**src/rtl/lut_cfg_pkg.sv**
```systemverilog
// Shared types and sizing helpers for the LUT configuration sequencer.
package lut_cfg_pkg;

    typedef enum logic [2:0] {
        ST_IDLE  = 3'd0,
        ST_LOAD  = 3'd1,
        ST_WRITE = 3'd2,
        ST_CHECK = 3'd3,
        ST_DONE  = 3'd4
    } state_t;

    function automatic int WORDS_PER_LUT(input int mem_size, input int word_width);
        return mem_size / word_width;
    endfunction

    // Counter width that stays legal (>=1 bit) even for a single-entry range.
    function automatic int CNT_W(input int n);
        return (n > 1) ? $clog2(n) : 1;
    endfunction

endpackage

```
**src/rtl/lut_cfg_assembler.sv**
```systemverilog
// Packs bitstream words LSB-first into one truth table; 0-cycle flag latency, accepts whenever accept is high.
module lut_cfg_assembler
    import lut_cfg_pkg::*;
#(
    parameter int MEM_SIZE   = 16,
    parameter int WORD_WIDTH = 8
) (
    input  logic                  clk,
    input  logic                  rst,
    input  logic                  clear,
    input  logic                  restart,
    input  logic                  accept,
    input  logic [WORD_WIDTH-1:0] word,
    output logic [MEM_SIZE-1:0]   tbl,
    output logic                  last
);

    localparam int WPL = WORDS_PER_LUT(MEM_SIZE, WORD_WIDTH);
    localparam int CW  = CNT_W(WPL);

    logic [CW-1:0] cnt;

    assign last = (cnt == CW'(WPL - 1));

    always_ff @(posedge clk or posedge rst) begin
        if (rst) begin
            cnt <= '0;
            tbl <= '0;
        end else if (clear) begin
            cnt <= '0;
            tbl <= '0;
        end else if (restart) begin
            cnt <= '0;
        end else if (accept) begin
            tbl[cnt*WORD_WIDTH +: WORD_WIDTH] <= word;
            cnt <= last ? '0 : cnt + CW'(1);
        end
    end

endmodule

```
**src/rtl/lut_config_ctrl.sv**
```systemverilog
// Sequences a word-serial bitstream into one-hot LUT writes; WPL+1 cycles per LUT, stalls on in_valid low.
// LUT_CFG_CHECKSUM_EN adds a trailing XOR checksum word and the err flag.
module lut_config_ctrl
    import lut_cfg_pkg::*;
#(
    parameter int NUM_LUTS   = 8,
    parameter int INPUTS     = 4,
    parameter int MEM_SIZE   = 2**INPUTS,
    parameter int WORD_WIDTH = 8
) (
    input  logic                  config_clk,
    input  logic                  config_rst,
    input  logic                  start,
    input  logic                  abort,
    input  logic                  in_valid,
    output logic                  in_ready,
    input  logic [WORD_WIDTH-1:0] in_data,
    output logic [NUM_LUTS-1:0]   lut_config_en,
    output logic [MEM_SIZE-1:0]   lut_config_data,
    output logic                  busy,
    output logic                  done,
    output logic                  err
);

    localparam int IW = CNT_W(NUM_LUTS);

    state_t              state, state_nxt;
    logic [IW-1:0]       idx;
    logic [MEM_SIZE-1:0] tbl;
    logic [MEM_SIZE-1:0] data_hold;
    logic                last;
    logic                accept;
    logic                begin_load;
    logic                idx_last;

    assign in_ready   = (state == ST_LOAD) || (state == ST_CHECK);
    assign busy       = (state != ST_IDLE);
    assign done       = (state == ST_DONE) && !abort;
    assign accept     = (state == ST_LOAD) && in_valid && !abort;
    assign begin_load = (state == ST_IDLE) && start && !abort;
    assign idx_last   = (idx == IW'(NUM_LUTS - 1));

    // The live table is shown during WRITE; afterwards the bus keeps the last table.
    assign lut_config_data = (state == ST_WRITE) ? tbl : data_hold;

    lut_cfg_assembler #(
        .MEM_SIZE   (MEM_SIZE),
        .WORD_WIDTH (WORD_WIDTH)
    ) u_asm (
        .clk     (config_clk),
        .rst     (config_rst),
        .clear   (begin_load),
        .restart (state == ST_WRITE),
        .accept  (accept),
        .word    (in_data),
        .tbl     (tbl),
        .last    (last)
    );

    always_comb begin
        lut_config_en = '0;
        if (state == ST_WRITE && !abort) begin
            for (int i = 0; i < NUM_LUTS; i++) begin
                lut_config_en[i] = (idx == IW'(i));
            end
        end
    end

    always_comb begin
        state_nxt = state;
        case (state)
            ST_IDLE:  if (start) state_nxt = ST_LOAD;
            ST_LOAD:  if (accept && last) state_nxt = ST_WRITE;
            ST_WRITE: begin
                if (!idx_last) begin
                    state_nxt = ST_LOAD;
                end else begin
`ifdef LUT_CFG_CHECKSUM_EN
                    state_nxt = ST_CHECK;
`else
                    state_nxt = ST_DONE;
`endif
                end
            end
`ifdef LUT_CFG_CHECKSUM_EN
            ST_CHECK: if (in_valid) state_nxt = ST_DONE;
`endif
            ST_DONE:  state_nxt = ST_IDLE;
            default:  state_nxt = ST_IDLE;
        endcase
        if (abort) state_nxt = ST_IDLE;
    end

    always_ff @(posedge config_clk or posedge config_rst) begin
        if (config_rst) begin
            state     <= ST_IDLE;
            idx       <= '0;
            data_hold <= '0;
        end else begin
            state <= state_nxt;
            if (state == ST_WRITE) data_hold <= tbl;
            if (begin_load) begin
                idx <= '0;
            end else if (state == ST_WRITE && !abort && !idx_last) begin
                idx <= idx + IW'(1);
            end
        end
    end

`ifdef LUT_CFG_CHECKSUM_EN
    logic [WORD_WIDTH-1:0] csum;
    logic                  err_q;

    always_ff @(posedge config_clk or posedge config_rst) begin
        if (config_rst) begin
            csum  <= '0;
            err_q <= 1'b0;
        end else if (begin_load) begin
            csum  <= '0;
            err_q <= 1'b0;
        end else begin
            if (accept) csum <= csum ^ in_data;
            if (state == ST_CHECK && in_valid && !abort) err_q <= (in_data != csum);
        end
    end

    assign err = err_q;
`else
    assign err = 1'b0;
`endif

endmodule

```
**config.mk**
```make
export PLATFORM = sky130hd
export DESIGN_NAME = lut_config_ctrl
export DESIGN_NICKNAME = d
export VERILOG_FILES = /design/src/rtl/lut_cfg_pkg.sv /design/src/rtl/lut_cfg_assembler.sv /design/src/rtl/lut_config_ctrl.sv
export SDC_FILE = /design/constraint.sdc
export NUM_CORES = 1
export LEC_CHECK = 0
export CORE_ASPECT_RATIO = 1.4
export CORE_UTILIZATION = 50
export CTS_CLUSTER_SIZE = 25
export DETAILED_ROUTE_END_ITERATION = 16
export PLACE_DENSITY = 0.9
export SYNTH_ARGS = -nofsm -noshare
export SYNTH_HDL_FRONTEND = slang
export SYNTH_SLANG_ARGS = --single-unit
```
**constraint.sdc**
```tcl
create_clock -name config_clk -period 2.4 [get_ports config_clk]
set_clock_uncertainty 0.1 [all_clocks]
set_input_delay 0.48 -clock config_clk [delete_from_list [all_inputs] [get_ports config_clk]]
set_output_delay 0.48 -clock config_clk [all_outputs]
set_load 0.01 [all_outputs]
```
# [After elaboration in Yosys (flattened, before gate mapping)]
# Cells that the tools add are included.
[totals] register_bits=39 latch_bits=0 ramBits=0 romBits=0 input_bits=13 output_inout_bits=28 wordCells=60 mem_count=0
[op_classes] addsub=3 n_mul=0 div_mod_pow=0 order_cmp=0 n_eq_ne=14 n_shift=2 mux=17 n_bitwise=0 reduce_logical=19
[op_table] op="$mux W16" n=4
[op_table] op="$neg A4 Y34" n=1
[op_table] op="$shift A8 B34 Y16 const A" n=1
[op_table] op="$shiftx A8 B34 Y16" n=1
[op_table] op="$mux W3" n=6
[op_table] op="$bwmux W16" n=1
[op_table] op="$eq A3 B3 Y1 const B" n=5
[op_table] op="$eq A3 B2 Y1 const B" n=4
[op_table] op="$pmux W3 S3" n=1
[op_table] op="$logic_and A1 B1 Y1" n=8
[op_table] op="$mux W8" n=1
[op_table] op="$eq A3 B1 Y1 const B" n=2
[op_table] op="$logic_not A3 Y1" n=2
[op_table] op="$reduce_bool A3 Y1" n=2
[op_table] op="$mux W1" n=4
[op_table] op="$reduce_and A2 Y1" n=2
[op_table] op="$reduce_bool A2 Y1" n=2
[op_table] op="$add A3 B1 Y3 const B" n=1
[op_table] op="$ne A3 B2 Y1 const B" n=1
[op_table] op="$ne A3 B3 Y1 const B" n=1
[op_table] op="$logic_not A1 Y1" n=2
[op_table] op="$ne A2 B2 Y1 const B" n=1
[op_table] op="$add A1 B1 Y1 const B" n=1
[op_table] op="$logic_or A1 B1 Y1" n=1

# [Depth between registers and ports, before layout]
[depth] word_depth=7 depth_mapped=6 depth_no_buf=4

# [Hierarchy]
# A second synthesis with hierarchy kept.
[unflattened] cells_unflattened=155 area_unflattened_um2=1899.3
[modules_own_cells] module="lut_config_ctrl" instances=1 cells_each=87 area_per_inst_um2=1083.5 seq_area_each_um2=550.5
[modules_own_cells] module="lut_cfg_assembler" instances=1 cells_each=68 area_per_inst_um2=815.8 seq_area_each_um2=425.4

# [Worst setup path before layout]
# Ideal clock, no wire load.
[synth_path] path_type="reg-to-output" startpoint="reg state[2]" endpoint="out lut_config_data[10]" arrival_ns=1.372 t_required_ns=1.820 path_slack_ns=0.448 path_stages_with_launch=7 n_path_buf=3 path_cell_list="dfrtp_1 -> buf_2 -> or3b_1 -> clkbuf_1 -> clkbuf_1 -> nand2_1 -> nand2_1"
[synth_between] elab_chain_cells=2
[synth_rtl] item="start, declared" line="lut_config_ctrl.sv:27" text="state_t state, state_nxt;"
[synth_rtl] item="start signal, assigned" line="lut_config_ctrl.sv:100" text="state <= state_nxt;"
[synth_rtl] item="$eq A3 B2 Y1" line="lut_config_ctrl.sv:44" text="assign lut_config_data = (state == ST_WRITE) ? tbl : data_hold;"
[synth_rtl] item="$mux W16"
[synth_rtl] item="end, declared" line="lut_config_ctrl.sv:19" text="output logic [MEM_SIZE-1:0] lut_config_data,"
# Every way passes these cells.

# [Worst setup path after layout]
[layout_path] startpoint="reg state[2]" endpoint="out lut_config_en[5]"
[layout_between] elab_chain_cells=3
[layout_rtl] item="$eq A3 B2 Y1" line="lut_config_ctrl.sv:62" text="if (state == ST_WRITE && !abort) begin"
[layout_rtl] item="$logic_and A1 B1 Y1" line="lut_config_ctrl.sv:62"
[layout_rtl] item="$mux W8" line="lut_config_ctrl.sv:62"
[layout_rtl] item="end, declared" line="lut_config_ctrl.sv:18" text="output logic [NUM_LUTS-1:0] lut_config_en,"
# Every way passes these cells.

==> results.py <==
metrics = {
    "run_status": {
        "status": "complete, no violations",
    },
    "setup_path": {
        "reg2reg_to": "idx[0]",
        "worstPathMaxFanout": 5,
        "cp-end-kind": "output pin",
        "start_kind": "flip-flop",
        "max_stage_delay_ps": 460,
        "r2r_slack_ps": 450,
        "reg2reg_depth": 5,
        "worstPathRequired_ps": 1820,
        "path_cells": "nor4b_4 > buf_2 > buf_4 > buf_4 > and3_1 > clkdlybuf4s15_2",
        "worstPathArrival_ps": 1790,
        "r2r_start": "state[2]",
        "crit_path_frequent_cell": "buf_4",
        "critical_path_class": "flip-flop to output pin",
        "critPathSlowestCell": "dfrtp_2",
    },
    "finish": {
        "register_area_sq_um": 978,
        "fin_nets": 274,
        "layout.cells.non_filler": 298,
        "diodes": 0,
        "num-fill-cells": 273,
        "multi_input_area_sq_um": 835,
        "area_delta_synth_final_pct": 33.5,
        "design_area_sq_mm": 0.00251,
        "drive_above_1_share_pct": 15.6,
    },
    "timing": {
        "rsz0062_at_grt": "yes",
        "setup_viol": 0,
        "finalHoldViolCount": 0,
        "fmax_mhz": 423,
        "worstMarginPinSlew_ps": 557,
        "fin_hold_ws_ps": 368,
        "fin_crit_sh_pct": 98.6,
        "finalMaxSlewViolations": 0,
        "maxSlewHeadroom_pct": 62.9,
        "period_needed_ps": 2370,
        "fin_ws_ps": 34.0,
    },
    "placed_design": {
        "gp_congestion": 0.847,
        "pre_cts_slack_ps": -269,
        "hpwlAfterDp_mm": 3.11,
        "placed_cell_area_sq_mm": 0.00239,
        "dp_cells": 282,
        "portBuffers": 39,
    },
    "power_and_ir_drop": {
        "cellPowerDensity_mw_per_mm2": 551,
        "power.total_w": 0.00139,
        "irDropWorstVdd_v": 0.000569,
        "p_leak_nw": 1.31,
    },
    "global_route": {
        "grt_max_degree": 40,
        "grtUsageTotal_pct": 26.4,
        "overflow": 0,
        "grt_pass1_vias": 1729,
        "grt_pass1_wl_mm": 7.65,
        "antenna_found_initial": 0,
    },
    "floorplanning": {
        "die_w_microns": 53.9,
        "num_rows": 26,
        "io_pins": 41,
        "die_height_microns": 74.6,
        "core_sq_mm": 0.00361,
        "die_area_sq_mm": 0.00402,
        "start_util_pct": 52.1,
    },
    "clocking": {
        "clk_path_buf_depth": 2,
        "clk_latency_ps": 300,
        "path_clk_slew_ps": 70,
        "hold_buffers": 0,
        "cts_max_level": 2,
        "numCtsBuffers": 5,
        "tritoncts": "done",
        "clock_sinks": 39,
        "clockRootBuffer": "clkbuf_8",
    },
    "routing": {
        "wl_mm": 4.58,
        "drcViolationCount": 0,
        "vias_per_cell": 5.63,
        "antenna_left": 0,
        "vias": 1677,
        "drt_pre_antenna_iters": 4,
        "wl_per_cell_microns": 15.4,
        "drtIter0Drc": 58,
    },
    "yosys": {
        "synth_top_area_share_pct": 51.8,
        "avgSynthCellArea_sq_um": 9.42,
        "synth_cells": 200,
        "synth.distinct_cells": 31,
        "syn_area_sq_mm": 0.00188,
        "synth_seq_cells": 39,
        "ys_warn_count": 0,
        "yosysSeqAreaShare_pct": 51.8,
        "synth_area_leaders": "dfrtp_1 (52%), nand2_1 (9.8%), o31ai_1 (6.4%)",
        "yosys.area.top_type": "dfrtp_1",
        "syn-num-nets": 219,
    },
    "min_path": {
        "hold_start": "data_hold[3]",
        "hp-class": "flip-flop to flip-flop",
        "holdPathStages": 2,
        "min_delay_worst_endpoint": "data_hold[3]",
    },
    "job": {
        "drv_cap": 0,
    },
}
[timing repair]
action,CTS,global route
pin swaps,1,0
buffers inserted,5,2
gates cloned,1,0
endpoints found under the setup margin,25,14
resized for setup,33,2
[worst max-delay path by stage]
stage | from | cells after the start | slack, ps | endpoint
after detailed placement | abort | 5 | -270 | lut_config_en[2]
after global routing | state[1] | 7 | -30 | lut_config_en[5]
after floorplan | state[2] | 6 | 450 | lut_config_data[10]
final | state[2] | 6 | 30 | lut_config_en[5]
after CTS | state[2] | 6 | 20 | lut_config_en[5]
after global placement | abort | 5 | -190 | lut_config_en[6]
[placed cells by master (no fill, tap or decap), drive strengths merged]
cell type,instances
or2,1
or3b,1
nor3b,1
clkinv,2
buf,25
nor3,2
clkbuf,7
o21ai,5
nand2,49
a21oi,19
dfrtp,39
ha,6
nor2,1
clkdlybuf4s15,1
and2,3
or3,3
dlygate4sd2,26
nand3b,2
and3b,1
a211oi,1
o31ai,16
conb,1
inv,4
o32ai,1
and3,6
clkdlybuf4s50,12
nand4,16
nor4b,3
nor2b,1
or4b,1
[sequential cells by signal, summed over array words and instances, names as in the netlist]
| register | cells |
|---|---|
| u_asm.last | 1 |
| u_asm.tbl | 16 |
| data_hold | 16 |
| state | 3 |
| idx | 3 |
[Yosys cell counts, drive strengths merged]
master and count:
and3b 1, or2 1, o21ai 5, and3 6, o31ai 16, a211oi 1, o32ai 1, dfrtp 39
or4b 1, nor3b 1, nor2 1, nand3b 2, nand2 49, ha 6, clkinv 1, buf 8
nand4 16, nor3 2, or3 3, and2 3, nor4b 3, a21oi 19, clkbuf 8, conb 1
or3b 1, nor2b 1, inv 4
[final cells by class]
cell class              instances  share of cell area [%]
clock inverters                 1                   0.199
inverters                       5                   0.747
clock buffers                   7                    3.04
repair buffers                 64                    21.8
multi-input cells             140                    33.2
flip-flops and latches         39                    38.9
well taps                      42                    2.09
[report_power, final]
group          total, W  internal [W]  switching [W]  leakage [nW]
combinational  0.000233     0.0000962       0.000137         0.734
clock          0.000422      0.000204       0.000218        0.0422
sequential     0.000731      0.000706      0.0000248         0.534
total           0.00139       0.00101       0.000380          1.31
[critical path: cells and delay by family (launching register included)]
| family | cells | cell delay (ps) |
|---|---|---|
| buf+inv | 4 | 590 |
| simple gates | 2 | 440 |
| flops | 1 | 460 |
[metrics by stage]
stage,utilization (%),setup TNS (ps)
floorplan,-,0
global route,69.6,-108
detailed placement,66.1,-2070
global placement,66.1,-1580
CTS,68.9,0
finish,69.6,0
[metal layers]
metal  track usage [%]  vias to the layer above  wire length [microns]
met5                 0                        -                      0
met1              29.4                      802                   1760
li1                  -                      808                      -
met2              45.4                       59                   2490
met4              12.3                        0                     71
met3              7.47                        8                    254
[cell families after synthesis]
| logic type | count (synthesis) | synth area share [%] |
|---|---|---|
| other | 1 | 0.199 |
| adder cells (fa/ha/maj) | 6 | 3.99 |
| AND/OR/NAND/NOR | 91 | 25.6 |
| flip-flops | 39 | 51.8 |
| buffers and inverters | 21 | 4.78 |
| AO/OA/AOI/OAI | 42 | 13.6 |
Power figures use the tool's default switching activity.
==> RTL edit 1 (same flow settings) <==
Encoding of `state_t`: now one-hot (5 bits for 5 states).
--- a/src/rtl/lut_cfg_pkg.sv
+++ b/src/rtl/lut_cfg_pkg.sv
@@ -1,12 +1,12 @@
 // Shared types and sizing helpers for the LUT configuration sequencer.
 package lut_cfg_pkg;
 
-    typedef enum logic [2:0] {
-        ST_IDLE  = 3'd0,
-        ST_LOAD  = 3'd1,
-        ST_WRITE = 3'd2,
-        ST_CHECK = 3'd3,
-        ST_DONE  = 3'd4
+    typedef enum logic [4:0] {
+        ST_IDLE  = 5'b00001,
+        ST_LOAD  = 5'b00010,
+        ST_WRITE = 5'b00100,
+        ST_CHECK = 5'b01000,
+        ST_DONE  = 5'b10000
     } state_t;
 
     function automatic int WORDS_PER_LUT(input int mem_size, input int word_width);
Function: no difference found for any inputs over 10 cycles, from zero or initial values and one cycle with config_rst high; not proved beyond that.
==> RTL edit 1 against the original RTL <==
The flow now finishes with violations (setup timing). Core utilization up 5.3 points. Count of clock-buffer cells in the layout down 1. Highest routed layer unchanged. Area after synthesis up 5.4%. Worst hold slack better by 0.039 ns. Sequential cell count up 1. Total power down 0.32%. Critical path depth down 2. Routed wire length up 3.3%. Design area up 10%. Die area up 5.3%. Via count down 3.3%. Setup slack worse by 0.14 ns.
==> RTL edit 1: results (changes against the original RTL) <==
stage;metric;value;unit;change
critical_path;cp.arrival;1.93;ns;+0.14 ns
logic_synthesis;yosys_warnings;0;;unchanged
global_route;met1_usage;27.3;%;-2.1 points
critical_path;critical-path-max-stage-delay;0.62;ns;+0.16 ns
logic_synthesis;synth_area_leaders;dfrtp_1 49%, mux2_4 8.3%, a21oi_1 5.0%, o21ai_0 4.5%, ha_1 3.8%;;
critical_path;crit_family;simple AND/OR/NAND/NOR gates;;
sta;maxSlewViolCount;0;;unchanged
worst_hold_path;hold_path_class;reg -> reg;;
drt;drc;0;;unchanged
place;gp_congestion;0.739;;-13%
logic_synthesis;syn_nets;195;;-11%
drt;top_layer;met4;;
logic_synthesis;synth.distinct_cells;35;;+13%
global_route;grt_max_degree;41;;+2.5%
drt;routedWlPerCell;16.8;um;+9.5%
drt;wl_met1;1.88;mm;+7.2%
run_status;status;finished, violations left;;
drt;wl_met2;2.47;mm;-0.88%
clocking;clk_latency;0.30;ns;about the same
clocking;cts_setup_buffers;4;;-1
place;dp.cells;264;;-6.4%
sta;final.setup.worst_slack;-0.111;ns;-0.145 ns
drt;vias_per_cell;5.77;;+2.5%
final_layout;drive_gt1_share;38.9;%;+23 points
global_route;grtUsageMet3;5.43;%;-2.0 points
sta;setup_viol;16;;+16
clocking;h-tree-depth;2;;unchanged
clocking;cts_resized;118;;+260%
drt;dr_wl_met3;234;um;-7.9%
place;port_buffers;39;;unchanged
global_route;grtUsageMet2;38.8;%;-6.6 points
clocking;cts.clk_slew.worst_paths;0.08;ns;
drt;drt-total-wl;4.73;mm;+3.3%
global_route;grt_pass1_wl;7.67;mm;+0.35%
power;irDropWorstVdd;694;uV;+22%
logic_synthesis;synth-async-reset-ratio;100;%;unchanged
run_status;violations;setup timing;;
final_layout;fill_cells;264;;-3.3%
critical_path;crit_slowest_cell;or4b_4;;
logic_synthesis;synthCells;176;;-12%
place;dpl.hpwl;2.96;mm;-4.6%
global_route;grt_util_all_layers;23.2;%;-3.2 points
final_layout;reg_top3;data_hold x16, u_asm.tbl x16, state x4;;
power;leakagePower;1.37;nW;+4.5%
drt;drtIter0Drc;62;;+6.9%
drt;drtPass1Iterations;4;;unchanged
place;dp_slack;-0.186;ns;+0.0829 ns
clocking;numCtsBuffers;5;;unchanged
logic_synthesis;yosysSeqAreaShare;50.5;%;-1.4 points
place;place_area;2500;sq um;+4.6%
critical_path;cp_max_fo;6;;+1
global_route;grt_pass1_vias;1630;;-5.7%
logic_synthesis;synth_common_cells;39 x dfrtp_1, 20 x a21oi_1, 18 x o21ai_0;;
sta;tns;-1.61;ns;-1.61 ns
clocking;clockBufferDepth;2;;unchanged
## RTL edit 1: cell types whose count changed after synthesis, moves of 5 or more
cell     change
mux2_2       +5
nand2_1     -47
o21ai_0     +13
nand3_1     +10
nand4_1      -8
nor2_1       +5
o31ai_1     -16
mux2_4      +11
## RTL edit 1: cell type report
| cell class | count | area [sq um] | share of cell area (%) |
|---|---|---|---|
| clock buffers | 6 | 72.6 | 2.61 |
| clock inverters | 2 | 35.0 | 1.26 |
| inverters | 6 | 22.5 | 0.811 |
| multi-input cells | 116 | 907 | 32.7 |
| flip-flops and latches | 40 | 1000 | 36.1 |
| well taps | 42 | 52.6 | 1.89 |
| repair buffers | 69 | 684 | 24.7 |
## RTL edit 1: power by group
group | switching [mW] | internal [mW] | total [mW]
sequential | 0.00780 | 0.687 | 0.695
clock | 0.229 | 0.308 | 0.537
combinational | 0.0841 | 0.0656 | 0.150
total | 0.321 | 1.06 | 1.38
## RTL edit 1: cell families after synthesis
| logic type | share of synthesized area (%) |
|---|---|
| muxes | 11.2 |
| and+or+nand+nor | 16.6 |
| DFF | 50.5 |
| adders and majority gates | 3.78 |
| buffers and inverters | 6.18 |
| AOI/OAI and AO/OA | 11.7 |
| other | 0.189 |
## RTL edit 1: final timing paths
path / slack (ns) / endpoint / startpoint / cells after the start
min in group asynchronous: 0.50 / u_asm.tbl[1] / config_rst / 3
worst min register to register: 0.41 / data_hold[14] / data_hold[14] / 1
max in group asynchronous: 1.35 / state[0] / config_rst / 3
worst max register to register: 0.42 / u_asm.tbl[11] / state[1] / 6
worst max-delay path: -0.11 / lut_config_data[9] / state[1] / 4
worst min-delay path: 0.41 / data_hold[14] / data_hold[14] / 1
==> RTL edit 2 (same flow settings) <==
Without the edit above. `NUM_LUTS`: 8 -> 7.
--- a/src/rtl/lut_config_ctrl.sv
+++ b/src/rtl/lut_config_ctrl.sv
@@ -3,7 +3,7 @@
 module lut_config_ctrl
     import lut_cfg_pkg::*;
 #(
-    parameter int NUM_LUTS   = 8,
+    parameter int NUM_LUTS   = 7,
     parameter int INPUTS     = 4,
     parameter int MEM_SIZE   = 2**INPUTS,
     parameter int WORD_WIDTH = 8
Interface: changed (resized lut_config_en); port bits go from 41 to 40. No check against the original RTL was run, so the function may have changed too.
==> RTL edit 2 against the original RTL <==
Sequential cell count stayed put. Highest routed layer unchanged. Setup slack worse by 0.030 ns. Synthesized cell count is 28% lower. Routed wire length is 23% lower. Total power is 1.4% higher. First-iteration DRC count is 57% lower. Design area is 4.7% lower. Largest power group unchanged. Area after synthesis is 5.2% lower.
==> RTL edit 2: results (changes against the original RTL) <==
stage;metric;value;unit;change
place;port_buffers;38;;-2.6%
drt;drtIter0Drc;25;;-57%
place;place_area;2240;sq um;-6.1%
worst_hold_path;min_from;data_hold[11];;
logic_synthesis;syn_nets;163;;-26%
critical_path;crit_slowest_cell;dfrtp_1;;
logic_synthesis;synth_area_leaders;dfrtp_1 55%, mux2_2 11%, mux2i_1 4.5%, or3b_1 3.9%, ha_1 3.5%;;
critical_path;crit_path_start_kind;flop;;
critical_path;crit-reg2reg-launch;state[2];;
drt;vias_per_cell;5.29;;-6.1%
final_layout;drive_gt1_share;27.8;%;+12 points
logic_synthesis;synth_common_cells;39 x dfrtp_1, 17 x mux2_2, 11 x nand2_1, 11 x nor2_1;;
run_status;status;complete, no violations;;
final_layout;finalNetCount;215;;-22%
global_route;grt_util_all_layers;21.6;%;-4.9 points
power;irDropWorstVdd;523;uV;-8.1%
critical_path;cp.arrival;1.82;ns;+0.03 ns
global_route;grt_pass1_wl;5.86;mm;-23%
global_route;antenna_found_initial;0;;unchanged
power;leakagePower;1.30;nW;-1.0%
global_route;grt_pass1_vias;1267;;-27%
critical_path;critical-path-max-stage-delay;0.40;ns;-0.06 ns
critical_path;cp_max_fo;12;;+7
place;dpl.hpwl;2.40;mm;-23%
logic_synthesis;yosysSeqAreaShare;54.7;%;+2.8 points
place;gp_congestion;0.727;;-14%
critical_path;cp-startpoint;state[0];;
final_layout;fill_cells;235;;-14%
## RTL edit 2: layout make-up
type,count,area [sq um],share of cell area (%)
Clock buffer,6,72.6,3.03
Clock inverter,2,12.5,0.522
Timing Repair Buffer,53,513,21.4
Tap cell,40,50.0,2.09
Multi-Input combinational cell,92,748,31.2
Sequential cell,39,976,40.8
Inverter,6,22.5,0.940
## RTL edit 2: kinds of logic after synthesis
family,share of synthesized area [%]
fa+ha+maj,3.50
buf+inv,4.20
mux,15.2
compound gates,4.77
simple gates,17.4
flops,54.7
other cells,0.210
## RTL edit 2: worst paths after layout
check / endpoint / slack [ns] / depth (start not counted)
setup / recovery: lut_config_data[14] / 0.004 / 5
hold / removal: data_hold[11] / 0.40 / 1
setup reg to reg: idx[0] / 0.38 / 8
hold reg to reg: data_hold[11] / 0.40 / 1
max in group asynchronous: u_asm.tbl[10] / 1.38 / 3
min in group asynchronous: data_hold[0] / 0.49 / 3
## RTL edit 2: per-layer routing
metal  up-vias  track usage, %  share of wire (%)
met2        35            32.6                 51
met1       609            26.2                 41
met5         -               0                  0
met3        10            7.92                5.0
li1        604               -                  -
met4         0            12.0                2.7
## RTL edit 2: per-stage QoR
stage | cells | setup slack (ns) | hold WS (ns)
global route | 238 | -0.0622 | 0.415
detailed placement | 224 | -0.229 | 0.386
CTS | 235 | 0.0113 | 0.402
floorplan | 145 | 0.423 | 0.384
global placement | 224 | -0.207 | 0.381
finish | 238 | 0.00402 | 0.399
## RTL edit 2: timing repair
item | CTS | global route
cloned | 1 | 1
hold buffers | 0 | 0
hold endpoints to repair | 0 | 0
pin swaps | 1 | 3
resized for setup | 39 | 18
buffers inserted | 2 | 2
endpoints found under the setup margin | 24 | 18
## RTL edit 2: power breakdown
group	internal, mW	switching, mW
combinational	0.126	0.112
clock	0.203	0.221
sequential	0.716	0.0281
